## src/rtl/sd_cmd_arbiter.sv

```systemverilog
// rtl/sd_cmd_arbiter.sv - round-robin sharing of one SD command engine between two requesters
// Optional engine timeout abort: define SD_ARB_TIMEOUT_EN.
module sd_cmd_arbiter #(
  parameter int TIMEOUT_CYCLES = 200000,
  parameter int CNT_W          = 18
) (
  input  logic        clk,
  input  logic        rst,
  input  logic        req0,
  input  logic        req1,
  input  logic [5:0]  idx0,
  input  logic [5:0]  idx1,
  input  logic [31:0] arg0,
  input  logic [31:0] arg1,
  output logic        gnt0,
  output logic        gnt1,
  output logic        done0,
  output logic        done1,
  output logic [39:0] resp,
  output logic        err,
  output logic [5:0]  eng_index,
  output logic [31:0] eng_argument,
  output logic        eng_start,
  input  logic        eng_busy,
  input  logic        eng_finish,
  input  logic [39:0] eng_response,
  input  logic        eng_di,
  output logic        DI
);

  typedef enum logic [2:0] {
    S_IDLE,
    S_WAIT_RDY,
    S_ISSUE,
    S_RUN,
    S_RELEASE,
    S_DONE
  } state_t;

  state_t state;
  logic   last;
  logic   sel;

`ifdef SD_ARB_TIMEOUT_EN
  localparam logic [CNT_W-1:0] TO_LAST = CNT_W'(TIMEOUT_CYCLES - 1);
  logic [CNT_W-1:0] cnt;
`else
  localparam int unused_timeout_cfg = TIMEOUT_CYCLES + CNT_W;
`endif

  // On a tie the port that did not win last time gets the engine.
  assign sel = (req0 && req1) ? ~last : req1;

  assign DI = (state == S_RUN) ? eng_di : 1'b1;

  always_ff @(posedge clk or posedge rst) begin
    if (rst) begin
      state        <= S_IDLE;
      last         <= 1'b1;
      gnt0         <= 1'b0;
      gnt1         <= 1'b0;
      done0        <= 1'b0;
      done1        <= 1'b0;
      resp         <= '0;
      err          <= 1'b0;
      eng_index    <= '0;
      eng_argument <= '0;
      eng_start    <= 1'b0;
`ifdef SD_ARB_TIMEOUT_EN
      cnt          <= '0;
`endif
    end else begin
      done0 <= 1'b0;
      done1 <= 1'b0;
      case (state)
        S_IDLE: begin
          if (req0 || req1) begin
            gnt0         <= ~sel;
            gnt1         <= sel;
            last         <= sel;
            eng_index    <= sel ? idx1 : idx0;
            eng_argument <= sel ? arg1 : arg0;
            state        <= S_WAIT_RDY;
          end
        end
        S_WAIT_RDY: begin
          if (!eng_busy) state <= S_ISSUE;
        end
        S_ISSUE: begin
          eng_start <= 1'b1;
`ifdef SD_ARB_TIMEOUT_EN
          cnt       <= '0;
`endif
          state     <= S_RUN;
        end
        S_RUN: begin
          if (eng_finish) begin
            resp      <= eng_response;
            err       <= 1'b0;
            eng_start <= 1'b0;
            state     <= S_RELEASE;
          end
`ifdef SD_ARB_TIMEOUT_EN
          // The counter stops at the limit because RUN is left on that same edge.
          else if (cnt >= TO_LAST) begin
            resp      <= 40'hFF_FFFF_FFFF;
            err       <= 1'b1;
            eng_start <= 1'b0;
            state     <= S_RELEASE;
          end else begin
            cnt <= cnt + 1'b1;
          end
`endif
        end
        S_RELEASE: begin
          if (!eng_finish) begin
            done0 <= gnt0;
            done1 <= gnt1;
            state <= S_DONE;
          end
        end
        S_DONE: begin
          gnt0  <= 1'b0;
          gnt1  <= 1'b0;
          state <= S_IDLE;
        end
        default: state <= S_IDLE;
      endcase
    end
  end

endmodule

```

## config.mk

```make
export PLATFORM = sky130hd
export DESIGN_NAME = sd_cmd_arbiter
export DESIGN_NICKNAME = d
export VERILOG_FILES = /design/src/rtl/sd_cmd_arbiter.sv
export SDC_FILE = /design/constraint.sdc
export NUM_CORES = 1
export LEC_CHECK = 0
export BUFFER_PORTS_ARGS = -buffer_cell sky130_fd_sc_hd__buf_4
export CORE_ASPECT_RATIO = 0.5
export CORE_MARGIN = 1
export CORE_UTILIZATION = 25
export DETAILED_ROUTE_END_ITERATION = 8
export HOLD_SLACK_MARGIN = 0.03
export PLACE_DENSITY = 0.53
export SYNTH_ARGS = -nofsm -noshare
export SYNTH_HDL_FRONTEND = slang
export SYNTH_SLANG_ARGS = --single-unit
```

## constraint.sdc

```tcl
create_clock -name clk -period 3.5 [get_ports clk]
set_input_delay 0.35 -clock clk [delete_from_list [all_inputs] [get_ports clk]]
set_output_delay 0.35 -clock clk [all_outputs]
set_load 0.1 [all_outputs]
```

Word-level counts from Yosys, hierarchy flattened
Cells that the tools add are included.
Word-level totals
  register bits after elaboration: 87
  output and inout port bits: 85
  input port bits: 123
  word-level logic and storage cells: 50
Cells by class
  reductions and logical operators: 10
  equality and inequality tests: 9
  multiplexer cells: 19
  bitwise operators: 2
Operators with widths (count)
  $mux W32: 1
  $pmux W3 S5: 1
  $mux W3: 4
  $mux W1: 9
  $ne A2 B2 Y1 const B: 4
  $reduce_and A2 Y1: 4
  $eq A3 B2 Y1 const B: 2
  $eq A3 B3 Y1 const B: 2
  $mux W6: 1
  $pmux W1 S2: 3
  $reduce_and A4 Y1: 1
  $reduce_bool A2 Y1: 2
  $eq A3 B1 Y1 const B: 1
  $logic_not A3 Y1: 1
  $not A1 Y1: 2
  $logic_and A1 B1 Y1: 1
  $logic_or A1 B1 Y1: 1

Depth between registers and ports, before layout
  word-level depth: 5
  gate-level depth with buffers: 5
  mapped depth without buffers: 3

Worst setup path after synthesis
No wires, ideal clock.
  path kind: register to output
  start: register state[0]
  end: output port DI
  arrival time: 1.419 ns
  path slack: 1.731 ns
  stages on the path, launching flop included: 3
  buffers on the path: 1
  required time: 3.150 ns
  cell sequence: dfrtp_1 -> clkbuf_1 -> nand3b_1
On the way
  word-level cells in the longest chain between the ends: 2
RTL lines
  start: declaration: RTL line 40  | state_t state;
  start signal: assignment: RTL line 58  | state <= S_IDLE;
  start signal: assignment: RTL line 83  | state <= S_WAIT_RDY;
  start signal: assignment: RTL line 87  | if (!eng_busy) state <= S_ISSUE;
  $eq A3 B2 Y1: RTL line 54  | assign DI = (state == S_RUN) ? eng_di : 1'b1;
  $mux W1: RTL line 54
  end: declaration: RTL line 28  | output logic DI
Every way passes these cells.

Worst setup path in the final report
  start: register state[0]
  end: register eng_index[5]
On the way
  word-level cells in the longest chain between the ends: 2
RTL lines
  $logic_not A3 Y1: RTL line 75  | case (state)
  $reduce_and A2 Y1 (no line)
  end signal: assignment: RTL line 81  | eng_index <= sel ? idx1 : idx0;
  end: declaration: RTL line 21  | output logic [5:0] eng_index,
Every way passes these cells.
A chain may end at the register's enable or synchronous reset.

==> impl_metrics.env <==
export IMPL_ant_nets=0
export IMPL_final_min_clock_period_ps=2210
export IMPL_fin_ws_ps=1290
export IMPL_yosysWarningCount=0
export IMPL_yosysTopAreaCell="dfrtp_1"
export IMPL_htreeDepth=3
export IMPL_netlist_area_leader_share_pct=56.3
export IMPL_overflow=0
export IMPL_die_w_um=177
export IMPL_arrival_ps=2420
export IMPL_r2r_cells=4
export IMPL_hold_worst_slack_ps=217
export IMPL_seqCellArea_sq_um=2180
export IMPL_grt_usage_pct=12.3
export IMPL_max_cap_violations=0
export IMPL_ys_seq_area_share_pct=57.0
export IMPL_finalHoldViolations=0
export IMPL_crit_required_ps=3710
export IMPL_cts_root_buf="clkbuf_16"
export IMPL_via_per_inst=4.27
export IMPL_tns_ps=0
export IMPL_first_pass_iters=4
export IMPL_cts_sinks=87
export IMPL_clk_pin_slew_ps=60
export IMPL_insertion_delay_ps=330
export IMPL_cts_resized=0
export IMPL_netlist_area_sq_um=3820
export IMPL_r2r_setup_slack_ps=1290
export IMPL_finClkSkew_ps=7.80
export IMPL_status="finished clean"
export IMPL_first_iter_violations=86
export IMPL_grt_max_degree=34
export IMPL_synth_cell_types=34
export IMPL_grt_pass1_vias=2821
export IMPL_multiInputGateArea_sq_um=1540
export IMPL_dieArea_sq_um=15800
export IMPL_initial_core_util_pct=26.0
export IMPL_cts_tree="done"
export IMPL_clock_fmax_mhz=453
export IMPL_hp_start="req0"
export IMPL_hold_end="last$_DFFE_PP1P_"
export IMPL_pre_cts_ws_ps=1280
export IMPL_synth_edf_count=0
export IMPL_diodes=0
export IMPL_r2r_end="eng_index[5]$_DFFE_PP0P_"
export IMPL_timing_final_crit_share_pct=63.1
export IMPL_area_growth_pct=54.7
export IMPL_synth_seq_cells=87
export IMPL_die_h_um=89.4
export IMPL_finalSetupViolations=0
export IMPL_slew_headroom_pct=54.6
export IMPL_async_flop_share_pct=100
export IMPL_netlist_instances=257
export IMPL_rows=31
export IMPL_min_path_type="in -> reg"
export IMPL_layout_nets=588
export IMPL_ys_top_cells_by_area="dfrtp_1, mux2_2, mux2_1"
export IMPL_syn_nets=380
export IMPL_hold_path_depth=2
export IMPL_core_area_sq_um=14700
export IMPL_drc_errors=0
export IMPL_ioPinCount=208
export IMPL_wire_per_inst_um=14.6
export IMPL_antenna_found_initial=0
export IMPL_syn_area_per_cell_sq_um=14.9
export IMPL_hpwl_um=7470
export IMPL_crit_path_max_fanout=21
export IMPL_vias=2853
export IMPL_place_area_sq_um=5600
export IMPL_grt_pass1_wl_um=14900
export IMPL_ys_flop_type="dfrtp_1"
export IMPL_postCtsSetupBuffers=0
export IMPL_port_buffers=206
export IMPL_rsz0062_at_grt="no"
export IMPL_setup_worst_path_start_class="flop"
export IMPL_r2r_start="state[0]$_DFFE_PP0P_"
export IMPL_slew_violations=0
export IMPL_layout_drive_gt1_share_pct=72.1
export IMPL_path_class="reg -> reg"
export IMPL_finalInstanceArea_sq_um=5910
export IMPL_gp_congestion=0.703
export IMPL_crit_path_end_kind="flop"
export IMPL_worst_pin_slew_ps=679
export IMPL_wl_um=9760
export IMPL_cts_inserted_buffers=9
export IMPL_clk_path_buf_depth=2
export IMPL_fillers=1423
[cell families after synthesis]
group | count (synthesis) | synth area share, %
other cells | 1 | 0.0982
buf+inv | 20 | 2.92
simple gates | 20 | 3.21
flops | 87 | 57.0
mux | 116 | 34.2
compound gates | 13 | 2.56
[sequential cells by signal, summed over array words and instances (netlist names)]
register / cells
done1: 1
eng_index: 6
last: 1
gnt1: 1
eng_argument: 32
done0: 1
state: 3
resp: 40
gnt0: 1
eng_start: 1
[per-layer routing]
metal / wire, um / global-route usage [%] / vias up / share of wire, %
met5: 0 / 0 / - / 0
met3: 380 / 2.85 / 12 / 3.9
li1: - / - / 1334 / -
met1: 3920 / 14.5 / 1443 / 40
met2: 5350 / 22.9 / 64 / 55
met4: 105 / 3.37 / 0 / 1.1
[layout by cell type (no fill, tap or decap), drive strengths merged, types with 2 or more instances in the layout]
master and instances:
nor2 3, inv 4, buf 211, a21oi 3, mux2 116, dfrtp 86
and2 2, nand3b 2, clkbuf 11, nand2 3, nor3 2, clkinv 5
nand2b 2
[stage by stage]
| stage | instances | utilization [%] |
|---|---|---|
| 6_report | 668 | 40.2 |
| 5_1_grt | 668 | 40.2 |
| 4_1_cts | 668 | 40.2 |
| 3_5_place_dp | 651 | 38.1 |
| 3_3_place_gp | 651 | 38.1 |
| 2_1_floorplan | 257 | - |
[worst max path at each step]
| stage | start | end | slack, ps | cells past startpoint |
|---|---|---|---|---|
| final | state[0]$_DFFE_PP0P_ | eng_index[5]$_DFFE_PP0P_ | 1290 | 4 |
| after global routing | state[0]$_DFFE_PP0P_ | eng_index[5]$_DFFE_PP0P_ | 1160 | 4 |
| after global placement | state[0]$_DFFE_PP0P_ | eng_argument[30]$_DFFE_PP0P_ | 1310 | 4 |
| after floorplan | rst | done0$_DFF_PP0_ | 900 | 1 |
| after detailed placement | state[0]$_DFFE_PP0P_ | eng_index[5]$_DFFE_PP0P_ | 1280 | 4 |
| after CTS | state[0]$_DFFE_PP0P_ | eng_index[5]$_DFFE_PP0P_ | 1280 | 4 |
[critical path, stage by stage (launching register included)]
cell,delay [ps]
dfrtp_1,520
or3_4,460
nor2_4,480
buf_12,260
mux2_2,350
[cells in the mapped netlist (2+ instances only)]
| cell type | number |
|---|---|
| a21oi_1 | 3 |
| and2_1 | 2 |
| buf_2 | 8 |
| buf_4 | 3 |
| buf_6 | 2 |
| clkbuf_1 | 2 |
| dfrtp_1 | 86 |
| inv_1 | 5 |
| mux2_1 | 9 |
| mux2_2 | 107 |
| nand2_1 | 3 |
| nand2b_1 | 2 |
| nand3b_1 | 2 |
| nor2_1 | 2 |
| nor3_1 | 2 |
[repair_timing]
item | CTS | global route
hold buffers | 1 | 0
hold endpoints to repair | 10 | 0
setup endpoints to repair | 0 | 0
[cell type report]
cell class	count	area share, %
Clock inverter	5	0.974
Tap cell	198	4.19
Multi-Input combinational cell	150	26.1
Timing Repair Buffer	212	27.4
Inverter	5	0.339
Clock buffer	11	4.11
Sequential cell	87	36.9
Power is left out: the tool's default activity adds up to more than one toggle a clock period on the data nets, which glitch-free logic cannot reach.
